==> config.mk <==
export PLATFORM = sky130hd
export DESIGN_NAME = ebi_msg_receiver
export DESIGN_NICKNAME = d
export VERILOG_FILES = /design/src/rtl/ebi_pkg.sv /design/src/rtl/ebi_msg_receiver.sv
export SDC_FILE = /design/constraint.sdc
export NUM_CORES = 1
export LEC_CHECK = 0
export CORE_MARGIN = 4
export CORE_UTILIZATION = 50
export CTS_BUF_LIST = sky130_fd_sc_hd__clkbuf_16
export CTS_CLUSTER_SIZE = 24
export DETAILED_ROUTE_END_ITERATION = 8
export PLACE_DENSITY = 0.78
export SYNTH_ARGS = -nofsm -noshare
export SYNTH_HDL_FRONTEND = slang
export SYNTH_SLANG_ARGS = --single-unit
==> constraint.sdc <==
create_clock -name clk -period 5.4 [get_ports clk]
set_input_delay 1.62 -clock clk [delete_from_list [all_inputs] [get_ports clk]]
set_output_delay 1.62 -clock clk [all_outputs]
set_load 0.02 [all_outputs]
==> src/rtl/ebi_pkg.sv <==
// rtl/ebi_pkg.sv - shared lane constants and credit encoding for the EBI message path
package ebi_pkg;

  localparam int M1_M2_CHANNEL_NUM         = 5;
  localparam int M1_M2_CHANNEL_NUM_WIDTH   = 3;
  localparam int MAX_M1_M2_MESSAGE_LENGTH  = 20;
  localparam int PARITY_LENGTH             = 8;
  localparam int M1_M2_CHANNEL_LENGTH_LIST [M1_M2_CHANNEL_NUM] = '{12, 16, 8, 4, 20};

  typedef enum logic [1:0] {
    NO_CREDIT = 2'd0,
    SUCCESS   = 2'd1,
    FAILURE   = 2'd2
  } credit_t;

  localparam int CREDIT_WIDTH = $bits(credit_t);

endpackage

==> src/rtl/ebi_msg_receiver.sv <==
// rtl/ebi_msg_receiver.sv - serial VC frame decoder with grouped even parity and credit return
module ebi_msg_receiver #(
  parameter int CH_NUM                = ebi_pkg::M1_M2_CHANNEL_NUM,
  parameter int CH_ID_WIDTH           = ebi_pkg::M1_M2_CHANNEL_NUM_WIDTH,
  parameter int MAX_MSG_LEN           = ebi_pkg::MAX_M1_M2_MESSAGE_LENGTH,
  parameter int CH_LEN_LIST [CH_NUM]  = ebi_pkg::M1_M2_CHANNEL_LENGTH_LIST,
  parameter int PARITY_LEN            = ebi_pkg::PARITY_LENGTH
) (
  input  logic                              clk,
  input  logic                              rst,
  input  logic                              rx_data_i,
  input  logic [CH_NUM-1:0]                 vc_full_i,
  output logic                              msg_valid_o,
  output logic [CH_ID_WIDTH-1:0]            msg_vc_id_o,
  output logic [MAX_MSG_LEN-1:0]            msg_data_o,
  output logic                              credit_valid_o,
  output logic [ebi_pkg::CREDIT_WIDTH-1:0]  credit_o,
  input  logic                              credit_ready_i
);

  localparam int CNT_W = $clog2(MAX_MSG_LEN + 1);
  localparam int GRP_W = $clog2(PARITY_LEN + 1);
  localparam int IDC_W = $clog2(CH_ID_WIDTH + 1);

  typedef enum logic [1:0] {
    RECV_IDLE,
    GET_VC_NUM,
    RECV_MESSSAGE,
    MAKE_CREDIT
  } recv_state_t;

  recv_state_t            state;
  logic [IDC_W-1:0]       id_cnt;
  logic [CH_ID_WIDTH-1:0] vc_id;
  logic [CNT_W-1:0]       pay_cnt;
  logic [GRP_W-1:0]       grp_cnt;
  logic                   grp_par;
  logic                   par_err;
  logic [MAX_MSG_LEN-1:0] msg_buf;

  logic [CNT_W-1:0]       cur_len;
  logic                   id_valid;
  logic                   cur_full;
  logic                   par_slot;
  logic                   end_slot;
  logic                   frame_ok;

  // Unknown ids still consume a full-length frame so the lane stays aligned.
  always_comb begin
    cur_len  = CNT_W'(MAX_MSG_LEN);
    id_valid = 1'b0;
    cur_full = 1'b0;
    for (int i = 0; i < CH_NUM; i++) begin
      if (vc_id == CH_ID_WIDTH'(i)) begin
        cur_len  = CNT_W'(CH_LEN_LIST[i]);
        id_valid = 1'b1;
        cur_full = vc_full_i[i];
      end
    end
    par_slot = (grp_cnt == GRP_W'(PARITY_LEN)) || ((pay_cnt == cur_len) && (grp_cnt != '0));
    end_slot = (pay_cnt == cur_len) && (grp_cnt == '0);
    frame_ok = !par_err && rx_data_i && id_valid && !cur_full;
  end

  always_ff @(posedge clk) begin
    if (rst) begin
      state          <= RECV_IDLE;
      id_cnt         <= '0;
      vc_id          <= '0;
      pay_cnt        <= '0;
      grp_cnt        <= '0;
      grp_par        <= 1'b0;
      par_err        <= 1'b0;
      msg_buf        <= '0;
      msg_valid_o    <= 1'b0;
      msg_vc_id_o    <= '0;
      msg_data_o     <= '0;
      credit_valid_o <= 1'b0;
      credit_o       <= ebi_pkg::NO_CREDIT;
    end else begin
      msg_valid_o <= 1'b0;
      case (state)
        RECV_IDLE: begin
          if (rx_data_i) begin
            state   <= GET_VC_NUM;
            id_cnt  <= '0;
            vc_id   <= '0;
            pay_cnt <= '0;
            grp_cnt <= '0;
            grp_par <= 1'b0;
            par_err <= 1'b0;
            msg_buf <= '0;
          end
        end
        GET_VC_NUM: begin
          vc_id[id_cnt] <= rx_data_i;
          id_cnt        <= id_cnt + 1'b1;
          if (id_cnt == IDC_W'(CH_ID_WIDTH - 1)) state <= RECV_MESSSAGE;
        end
        RECV_MESSSAGE: begin
          if (par_slot) begin
            if (rx_data_i != grp_par) par_err <= 1'b1;
            grp_cnt <= '0;
            grp_par <= 1'b0;
          end else if (end_slot) begin
            state          <= MAKE_CREDIT;
            credit_valid_o <= 1'b1;
            credit_o       <= frame_ok ? ebi_pkg::SUCCESS : ebi_pkg::FAILURE;
            if (frame_ok) begin
              msg_valid_o <= 1'b1;
              msg_vc_id_o <= vc_id;
              msg_data_o  <= msg_buf;
            end
          end else begin
            msg_buf[pay_cnt] <= rx_data_i;
            pay_cnt          <= pay_cnt + 1'b1;
            grp_cnt          <= grp_cnt + 1'b1;
            grp_par          <= grp_par ^ rx_data_i;
          end
        end
        MAKE_CREDIT: begin
          // The lane is deaf here; the sender must not start a frame before the credit returns.
          if (credit_ready_i) begin
            state          <= RECV_IDLE;
            credit_valid_o <= 1'b0;
            credit_o       <= ebi_pkg::NO_CREDIT;
          end
        end
        default: state <= RECV_IDLE;
      endcase
    end
  end

endmodule

==> results of run 1 <==
-- path summary, 6_finish.rpt --
path,startpoint,endpoint,slack [ns],cells after the start
min,par_err$_SDFFE_PP0P_,par_err$_SDFFE_PP0P_,0.46,1
min reg2reg,par_err$_SDFFE_PP0P_,par_err$_SDFFE_PP0P_,0.46,1
max,rx_data_i,msg_buf[4]$_SDFFE_PP0P_,1.71,6
max reg2reg,vc_id[0]$_SDFFE_PP0P_,msg_data_o[6]$_SDFFE_PP0P_,2.86,6
-- Yosys cell counts (2+ instances only) --
cell      instances
nand2b_1          5
o21a_1            4
clkbuf_1         12
ha_1             13
nor3_1            3
a21oi_1          21
nor4b_2           2
or3_1             3
nand2_1          40
nor2b_1           3
a31oi_1           7
and2_1            3
nor4b_1           2
a221o_1          11
and3_1            5
o32ai_1           2
nand3_1           9
buf_2             9
a22o_1            2
o21ai_0           6
nor2_1           36
dfxtp_1          65
buf_6             3
inv_1            16
mux2i_1          38
nand4_1           6
o21ai_1           2
-- metal layers --
metal  global-route usage (%)  vias up
li1                         -     1288
met1                     24.4     1235
met2                     29.2       78
met3                     5.36       14
met4                     7.53        0
met5                        0        -
-- power by group through the flow --
stage          logic [W]  registers [W]  clock network, W
2_1_floorplan   0.000234       0.000516                 0
3_3_place_gp    0.000272       0.000524                 0
3_5_place_dp    0.000277       0.000526                 0
4_1_cts         0.000279       0.000516          0.000591
5_1_grt         0.000310       0.000518          0.000608
6_report        0.000282       0.000516          0.000583
-- worst max-delay path: stages --
cell,delay [ns]
clkdlybuf4s50_1,0.67
mux2i_1,0.29
nand2b_1,0.33
o21ai_2,0.59
nand4_1,0.23
mux2i_1,0.16
-- cell usage in the layout (no fill, tap or decap), drive strengths merged, types with 5 or more instances in the layout --
master | netlist | layout
and3 | 5 | 5
clkdlybuf4s50 | 0 | 35
nor2 | 36 | 36
a31oi | 7 | 7
ha | 13 | 13
dfxtp | 65 | 65
nand4 | 7 | 7
mux2i | 38 | 38
o21ai | 9 | 9
nand2b | 5 | 5
nand2 | 40 | 40
clkbuf | 12 | 9
inv | 16 | 18
a221o | 11 | 11
a21oi | 22 | 22
nand3 | 9 | 9
-- final cells by class --
class | instances | area share, %
multi-input cells | 245 | 44.2
repair buffers | 37 | 9.60
clock inverters | 7 | 2.04
clock buffers | 9 | 5.92
inverters | 16 | 1.58
flip-flops and latches | 65 | 34.2
well taps | 75 | 2.47
-- registers in the layout (all words and copies together), names as in the netlist --
signal / flops
pay_cnt: 5
id_cnt: 2
state: 2
grp_cnt: 4
msg_vc_id_o: 3
par_err: 1
vc_id: 3
msg_data_o: 20
credit_valid_o: 1
msg_buf: 20
grp_par: 1
msg_valid_o: 1
credit_o: 2
-- cells by family (layout without fill, tap and decap cells) --
group,after synthesis,in the layout,synth area share [%]
AOI/OAI and AO/OA,67,67,14.7
buffers and inverters,40,69,5.81
adders and majority gates,13,13,5.13
muxes,39,39,12.7
DFF,65,65,41.1
and+or+nand+nor,125,125,20.3
xor gates and xnor gates,1,1,0.277
-- per-stage QoR --
stage	setup WS (ns)	instance area, sq um	power (W)	cells	util [%]
global placement	1.47	3500	0.000796	438	58.1
finish	1.71	3810	0.00138	454	63.2
floorplan	2.33	3170	0.000750	350	-
CTS	1.76	3810	0.00139	454	63.2
detailed placement	1.45	3500	0.000803	438	58.1
global route	1.62	3810	0.00144	454	63.2
==> flow_summary.yaml, run 1 <==
global_route:
  antenna_found_initial: 0
  grt_use_total_pct: 18.7
  grt_pass1_wl_microns: 11300
  grt_max_degree: 25
  grt_pass1_vias: 2438
  gr-total-overflow: 0
cts:
  ctsHoldBuffers: 0
  clock_path_buffers: 2
  cts_tree: "yes"
  cts_buffers: 9
  clk_latency_ns: 0.33
  cts_setup_buffers: 0
  numClockSinks: 65
  root_buffer: "clkbuf_16"
  cts_resized: 0
  path_clk_slew_ns: 0.06
  cts_max_level: 3
timing:
  finalSetupViolations: 0
  worst_clock_skew_ns: 0.00686
  setup-tns-final_ns: 0
  fin_crit_ns: 3.69
  grt_setup_unrepaired: "no"
  finalMaxSlewViolations: 0
  worst_hold_slack_ns: 0.458
  worstMarginPinSlew_ns: 0.802
  max_freq_mhz: 271
  slew_headroom_pct: 46.3
  fin_crit_sh_pct: 68.4
  hold_viol: 0
placement:
  port_buffers: 35
  dp_hpwl_microns: 4640
  gp_congestion: 0.845
logic_synthesis:
  ys.flop_type: "dfxtp_1"
  synth_nets: 372
  synth_top_area_share_pct: 41.1
  yosys-top-cells-area: "dfxtp_1 (41%), mux2i_1 (12%), ha_1 (5.1%)"
  yosys.cell_types.count: 49
  syn_area_sq_um: 3170
  synth-warning-count: 0
  synthArstFlopShare_pct: 0
  yosysTopAreaCell: "dfxtp_1"
  ys_seq_elements: 65
  yosysSeqAreaShare_pct: 41.1
  synth_edf_count: 0
  avgSynthCellArea_sq_um: 9.05
  synthCells: 350
route:
  route.met2.wl_microns: 3110
  wirelength_microns: 6840
  drt-vias-per-instance: 5.76
  avgRoutedWirePerCell_microns: 15.1
  drtIter0Drc: 188
  wl_met1_microns: 3210
  dr.pass1.iters: 4
  postRouteAntennaNets: 0
  top_layer_used: "met4"
  drcViolationCount: 0
  wl_met3_microns: 401
  detailroute.via_count: 2615
layout:
  register_area_sq_um: 1300
  final_net_count: 396
  multi_input_area_sq_um: 1680
  nFillCells: 503
  n_antenna_cell: 0
  drive_gt1_share_pct: 7.39
  syn2layout_area_growth_pct: 20.1
power_and_ir_drop:
  vdd_ir_drop_max_mv: 0.178
  p_int_w: 0.000950
  clkPwrFrac_pct: 42.2
  powerDensity_nw_per_um2: 363
  power_frac_seq_pct: 37.4
  comb_power_share_pct: 20.4
  switchingPower_w: 0.000431
  p_leak_nw: 1.65
  p_sw_share_pct: 31.2
floorplanning:
  start_util_pct: 52.6
  ios: 36
  core-area_sq_um: 6030
  die_h_microns: 87.6
  die_area_sq_um: 7670
  std_cell_rows: 28
  dieWidth_microns: 87.6
status:
  outcome: "finished clean"
critical_path:
  path_class: "primary input to flop"
  required_ns: 5.60
  worstPathArrival_ns: 3.89
  cp-end-kind: "flop"
  crit_fanout: 16
  start_kind: "primary input"
flow_run:
  cap_violations: 0
min_path:
  hp-class: "flop to flop"
(Power assumes the default switching activity.)
==> run 2, diff against run 1 <==
- clock period: 5.4 -> 3.5 ns (I/O delays scaled with it)
==> run 2 against run 1 <==
Final cell count grew 0.88%. Die area is the same. Via count grew 0.54%. Register-to-register slack lost 1.7 ns. First-iteration DRC count shrank 25%. Global-route usage grew 0.75 points. Clock-buffer cell count is the same. Critical path depth grew 2. Critical path type unchanged.
==> flow_summary.yaml, run 2 (synthesized netlist as in run 1, its figures left out) <==
status:
  outcome: "finished clean"
layout:
  final_net_count: 400
  syn2layout_area_growth_pct: 21.4
  largestRegisters: "msg_buf: 20 flops, msg_data_o: 20 flops, pay_cnt: 5 flops"
  final_cell_mix: "dfxtp_1 (65), nand2_1 (40), mux2i_1 (38)"
  drive_gt1_share_pct: 7.83
  layout_commonest_cell: "dfxtp_1"
  n_antenna_cell: 0
global_route:
  grt_pass1_vias: 2567
  gr-total-overflow: 0
  grt_pass1_wl_microns: 11800
  grt_max_degree: 21
  grt_use_total_pct: 19.5
  antenna_found_initial: 0
route:
  detailroute.via_count: 2629
  drtIter0Drc: 141
  avgRoutedWirePerCell_microns: 15.1
  postRouteAntennaNets: 0
  wirelength_microns: 6910
  drt-vias-per-instance: 5.74
  dr.pass1.iters: 4
  drcViolationCount: 0
floorplanning:
  core-area_sq_um: 6030
  ios: 36
  die_area_sq_um: 7670
  dieWidth_microns: 87.6
  std_cell_rows: 28
  start_util_pct: 52.6
  die_h_microns: 87.6
placement:
  dp_hpwl_microns: 4750
  port_buffers: 35
  post-place-ws_ns: 0.328
  gp_congestion: 0.791
timing:
  slew_headroom_pct: 41.1
  fin_crit_ns: 2.86
  finalMaxSlewViolations: 0
  max_freq_mhz: 350
  setup_ws_ns: 0.642
  finalSetupViolations: 0
  grt_setup_unrepaired: "no"
  hold_viol: 0
  fin_crit_sh_pct: 81.7
  worst_clock_skew_ns: 0.00721
  setup-tns-final_ns: 0
  worstMarginPinSlew_ns: 0.880
cts:
  cts_resized: 0
  clock_path_buffers: 2
  ctsHoldBuffers: 0
  cts_buffers: 9
  cts_tree: "yes"
  path_clk_slew_ns: 0.05
  numClockSinks: 65
  cts_setup_buffers: 0
  clk_latency_ns: 0.32
  cts_max_level: 3
  root_buffer: "clkbuf_16"
power_and_ir_drop:
  vdd_ir_drop_max_mv: 0.324
  p_int_w: 0.00154
  p_leak_nw: 1.68
  switchingPower_w: 0.000634
  power_frac_seq_pct: 36.7
  clkPwrFrac_pct: 42.9
  comb_power_share_pct: 20.4
  powerDensity_nw_per_um2: 564
  p_sw_share_pct: 29.2
min_path:
  hp-class: "flop to flop"
  min-delay-start: "par_err$_SDFFE_PP0P_"
critical_path:
  cp_slowest_stage_delay_ns: 0.47
  cpMaxStageDelayCell: "mux4_2"
  required_ns: 3.71
  worst_path_dominant_cell_family: "buffers and inverters"
  start_kind: "primary input"
  cp-end-kind: "flop"
  worstPathBufferInverterCount: 2
  path_class: "primary input to flop"
  worstPathArrival_ns: 3.07
  crit_path_start: "vc_full_i[3]"
  reg2reg_from: "vc_id[0]$_SDFFE_PP0P_"
  crit_fanout: 20
  crit_chain: "clkdlybuf4s50_1 > mux4_2 > o21ai_1 > and3b_2 > nand4_4 > buf_4 > mux2i_1 > nor2_1"
flow_run:
  cap_violations: 0
run 2: stage by stage:
stage          cells  util [%]  hold slack [ns]  cell area [sq um]  power, W
2_1_floorplan    350         -            0.432               3170   0.00116
3_3_place_gp     442      58.6            0.438               3530   0.00124
3_5_place_dp     442      58.6            0.449               3530   0.00125
4_1_cts          458      63.8            0.461               3850   0.00218
5_1_grt          458      63.8            0.483               3850   0.00228
6_report         458      63.8            0.457               3850   0.00217
run 2: power by group through the flow:
stage | logic, W | registers (W) | clock network, W
floorplan | 0.000361 | 0.000797 | 0
global placement | 0.000429 | 0.000809 | 0
detailed placement | 0.000435 | 0.000812 | 0
CTS | 0.000438 | 0.000796 | 0.000945
global route | 0.000497 | 0.000800 | 0.000982
finish | 0.000442 | 0.000796 | 0.000932
run 2: final timing paths:
kind,endpoint,slack [ns],cells past startpoint
min reg2reg,par_err$_SDFFE_PP0P_,0.46,1
max reg2reg,grp_cnt[2]$_SDFFE_PP0P_,1.14,6
max,msg_vc_id_o[2]$_SDFFE_PP0P_,0.64,8
min,par_err$_SDFFE_PP0P_,0.46,1
run 2: worst reg2reg max path, stage by stage (launching register included):
cell and delay (ns):
dfxtp_1 0.52, xnor2_1 0.18, o21ai_1 0.21, nand2_1 0.25, a21oi_2 0.52, nand3_1 0.28
o32ai_1 0.31
run 2: final cells by class:
| class | count | area [sq um] |
|---|---|---|
| sequential | 65 | 1300 |
| timing repair buffer | 41 | 395 |
| clock inverter | 7 | 87.6 |
| inverter | 16 | 60.1 |
| fill | 480 | 2180 |
| clock buffer | 9 | 225 |
| tap | 75 | 93.8 |
| multi-input combinational | 245 | 1680 |
run 2: metal layers:
layer	vias up	part of all wire, %	global-route usage (%)
met4	0	1.3	8.09
met3	8	5.5	3.86
met1	1243	46	25.2
met2	79	47	31.8
met5	-	0	0
li1	1299	-	-
==> run 3, diff against run 2 <==
- clock period: 3.5 -> 2.8 ns (I/O delays scaled with it)
==> run 3 against run 2 <==
Critical path depth is the same. Global-route usage shrank 0.50 points. Combinational power rose by 31%. Clock skew fell by 0.0025 ns. Clock power up 20%. Final area increased by 1.1%. Register-to-register slack got worse by 0.74 ns. Core utilization is 0.69 points higher. Largest cell class unchanged. Largest power group unchanged.
==> flow_summary.yaml, run 3 (synthesized netlist as in run 1, its figures left out) <==
route:
  wirelength_microns: 7120
  drt-vias-per-instance: 5.62
  detailroute.via_count: 2604
  postRouteAntennaNets: 0
  dr.pass1.iters: 4
  drcViolationCount: 0
  drtIter0Drc: 153
  avgRoutedWirePerCell_microns: 15.4
critical_path:
  worstPathBufferInverterCount: 2
  cp_slowest_stage_delay_ns: 0.45
  reg2reg_from: "vc_id[0]$_SDFFE_PP0P_"
  crit_fanout: 24
  worstPathArrival_ns: 2.68
  regToRegSetupSlack_ns: 0.40
  path_class: "primary input to flop"
  crit_chain: "clkdlybuf4s50_1 > mux4_2 > o21ai_1 > and3b_2 > nand4_4 > buf_12 > mux2i_1 > nor2_1"
  worst_path_dominant_cell_family: "buffers and inverters"
  cp-end-kind: "flop"
  timing.rr.end: "msg_buf[15]$_SDFFE_PP0P_"
  cpMaxStageDelayCell: "mux4_2"
  required_ns: 3.01
  start_kind: "primary input"
  ff2ff_path_depth: 5
placement:
  place_inst: 447
  post-place-ws_ns: 0.00311
  dp_hpwl_microns: 4810
  gp_congestion: 0.826
  port_buffers: 35
layout:
  n_antenna_cell: 0
  syn2layout_area_growth_pct: 22.7
  final_net_count: 405
  largestRegisters: "msg_buf: 20 flops, msg_data_o: 20 flops, pay_cnt: 5 flops"
  drive_gt1_share_pct: 9.54
  final_cell_mix: "dfxtp_1 (65), nand2_1 (40), mux2i_1 (38)"
  layout_commonest_cell: "dfxtp_1"
  nFillCells: 479
  final_cells: 463
cts:
  root_buffer: "clkbuf_16"
  cts_resized: 0
  clk_latency_ns: 0.33
  cts_tree: "yes"
  cts_max_level: 3
  cts_buffers: 9
  path_clk_slew_ns: 0.06
  cts_setup_buffers: 0
  clock_path_buffers: 2
  numClockSinks: 65
  ctsHoldBuffers: 0
power_and_ir_drop:
  p_leak_nw: 1.71
  vdd_ir_drop_max_mv: 0.349
  powerDensity_nw_per_um2: 694
status:
  outcome: "finished clean"
timing:
  worstMarginPinSlew_ns: 0.848
  slew_headroom_pct: 43.3
  finalMaxSlewViolations: 0
  fin_crit_sh_pct: 87.9
  worst_clock_skew_ns: 0.00468
  worst_hold_slack_ns: 0.450
  fin_crit_ns: 2.46
  max_freq_mhz: 406
  setup-tns-final_ns: 0
  finalSetupViolations: 0
  setup_ws_ns: 0.338
  grt_setup_unrepaired: "no"
  hold_viol: 0
global_route:
  antenna_found_initial: 0
  grt_pass1_wl_microns: 11500
  grt_max_degree: 25
  grt_use_total_pct: 19.0
  gr-total-overflow: 0
  grt_pass1_vias: 2455
floorplanning:
  core-area_sq_um: 6030
  ios: 36
  std_cell_rows: 28
  start_util_pct: 52.6
  dieWidth_microns: 87.6
  die_h_microns: 87.6
  die_area_sq_um: 7670
min_path:
  min_delay_path_depth: 1
  whs_endpoint: "credit_valid_o$_SDFFE_PP0P_"
  min-delay-start: "credit_valid_o$_SDFFE_PP0P_"
  hp-class: "flop to flop"
flow_run:
  cap_violations: 0
-- run 3: cell types whose count changed in the layout (fill, tap and decap cells not counted) --
cell        change
bufinv_16       -1
buf_12          +1
inv_1           -2
inv_6           +2
buf_4           +4
clkinvlp_4      -2
clkinv_4        +3
-- run 3: layout make-up --
class                           count  area [sq um]  area share (%)
Clock buffer                        9           225            5.79
Clock inverter                      7          78.8            2.03
Inverter                           16          60.1            1.54
Multi-Input combinational cell    245          1680            43.3
Sequential cell                    65          1300            33.5
Tap cell                           75          93.8            2.41
Timing Repair Buffer               46           445            11.5
-- run 3: report_power, final --
group	internal, W	leakage [nW]	total, W	switching [W]
combinational	0.000205	1.03	0.000579	0.000374
clock	0.000697	0.150	0.00112	0.000427
sequential	0.000956	0.524	0.000995	0.0000393
total	0.00186	1.71	0.00270	0.000840
-- run 3: worst max path at each step --
stage	startpoint	to	slack (ns)	cells past startpoint
2_1_floorplan	vc_full_i[3]	msg_vc_id_o[2]$_SDFFE_PP0P_	0.51	7
3_3_place_gp	vc_full_i[3]	msg_data_o[14]$_SDFFE_PP0P_	0.05	8
3_5_place_dp	vc_full_i[2]	msg_data_o[0]$_SDFFE_PP0P_	0.003	8
4_1_cts	vc_full_i[3]	msg_data_o[0]$_SDFFE_PP0P_	0.34	8
5_1_grt	vc_full_i[3]	msg_data_o[10]$_SDFFE_PP0P_	0.23	8
6_report	vc_full_i[2]	msg_data_o[10]$_SDFFE_PP0P_	0.34	8
-- run 3: metrics by stage --
step | util [%] | cell area, sq um | power [W]
final | 64.5 | 3890 | 0.00270
after CTS | 64.5 | 3890 | 0.00270
after global routing | 64.5 | 3890 | 0.00282
after floorplan | - | 3170 | 0.00145
after global placement | 59.5 | 3580 | 0.00156
after detailed placement | 59.5 | 3580 | 0.00158
-- run 3: routing by layer --
metal | global-route usage, % | share of wire (%) | up-vias
li1 | - | - | 1315
met5 | 0 | 0 | -
met2 | 30.5 | 47 | 59
met4 | 7.53 | 1.2 | 0
met1 | 25.3 | 47 | 1221
met3 | 3.39 | 4.5 | 9
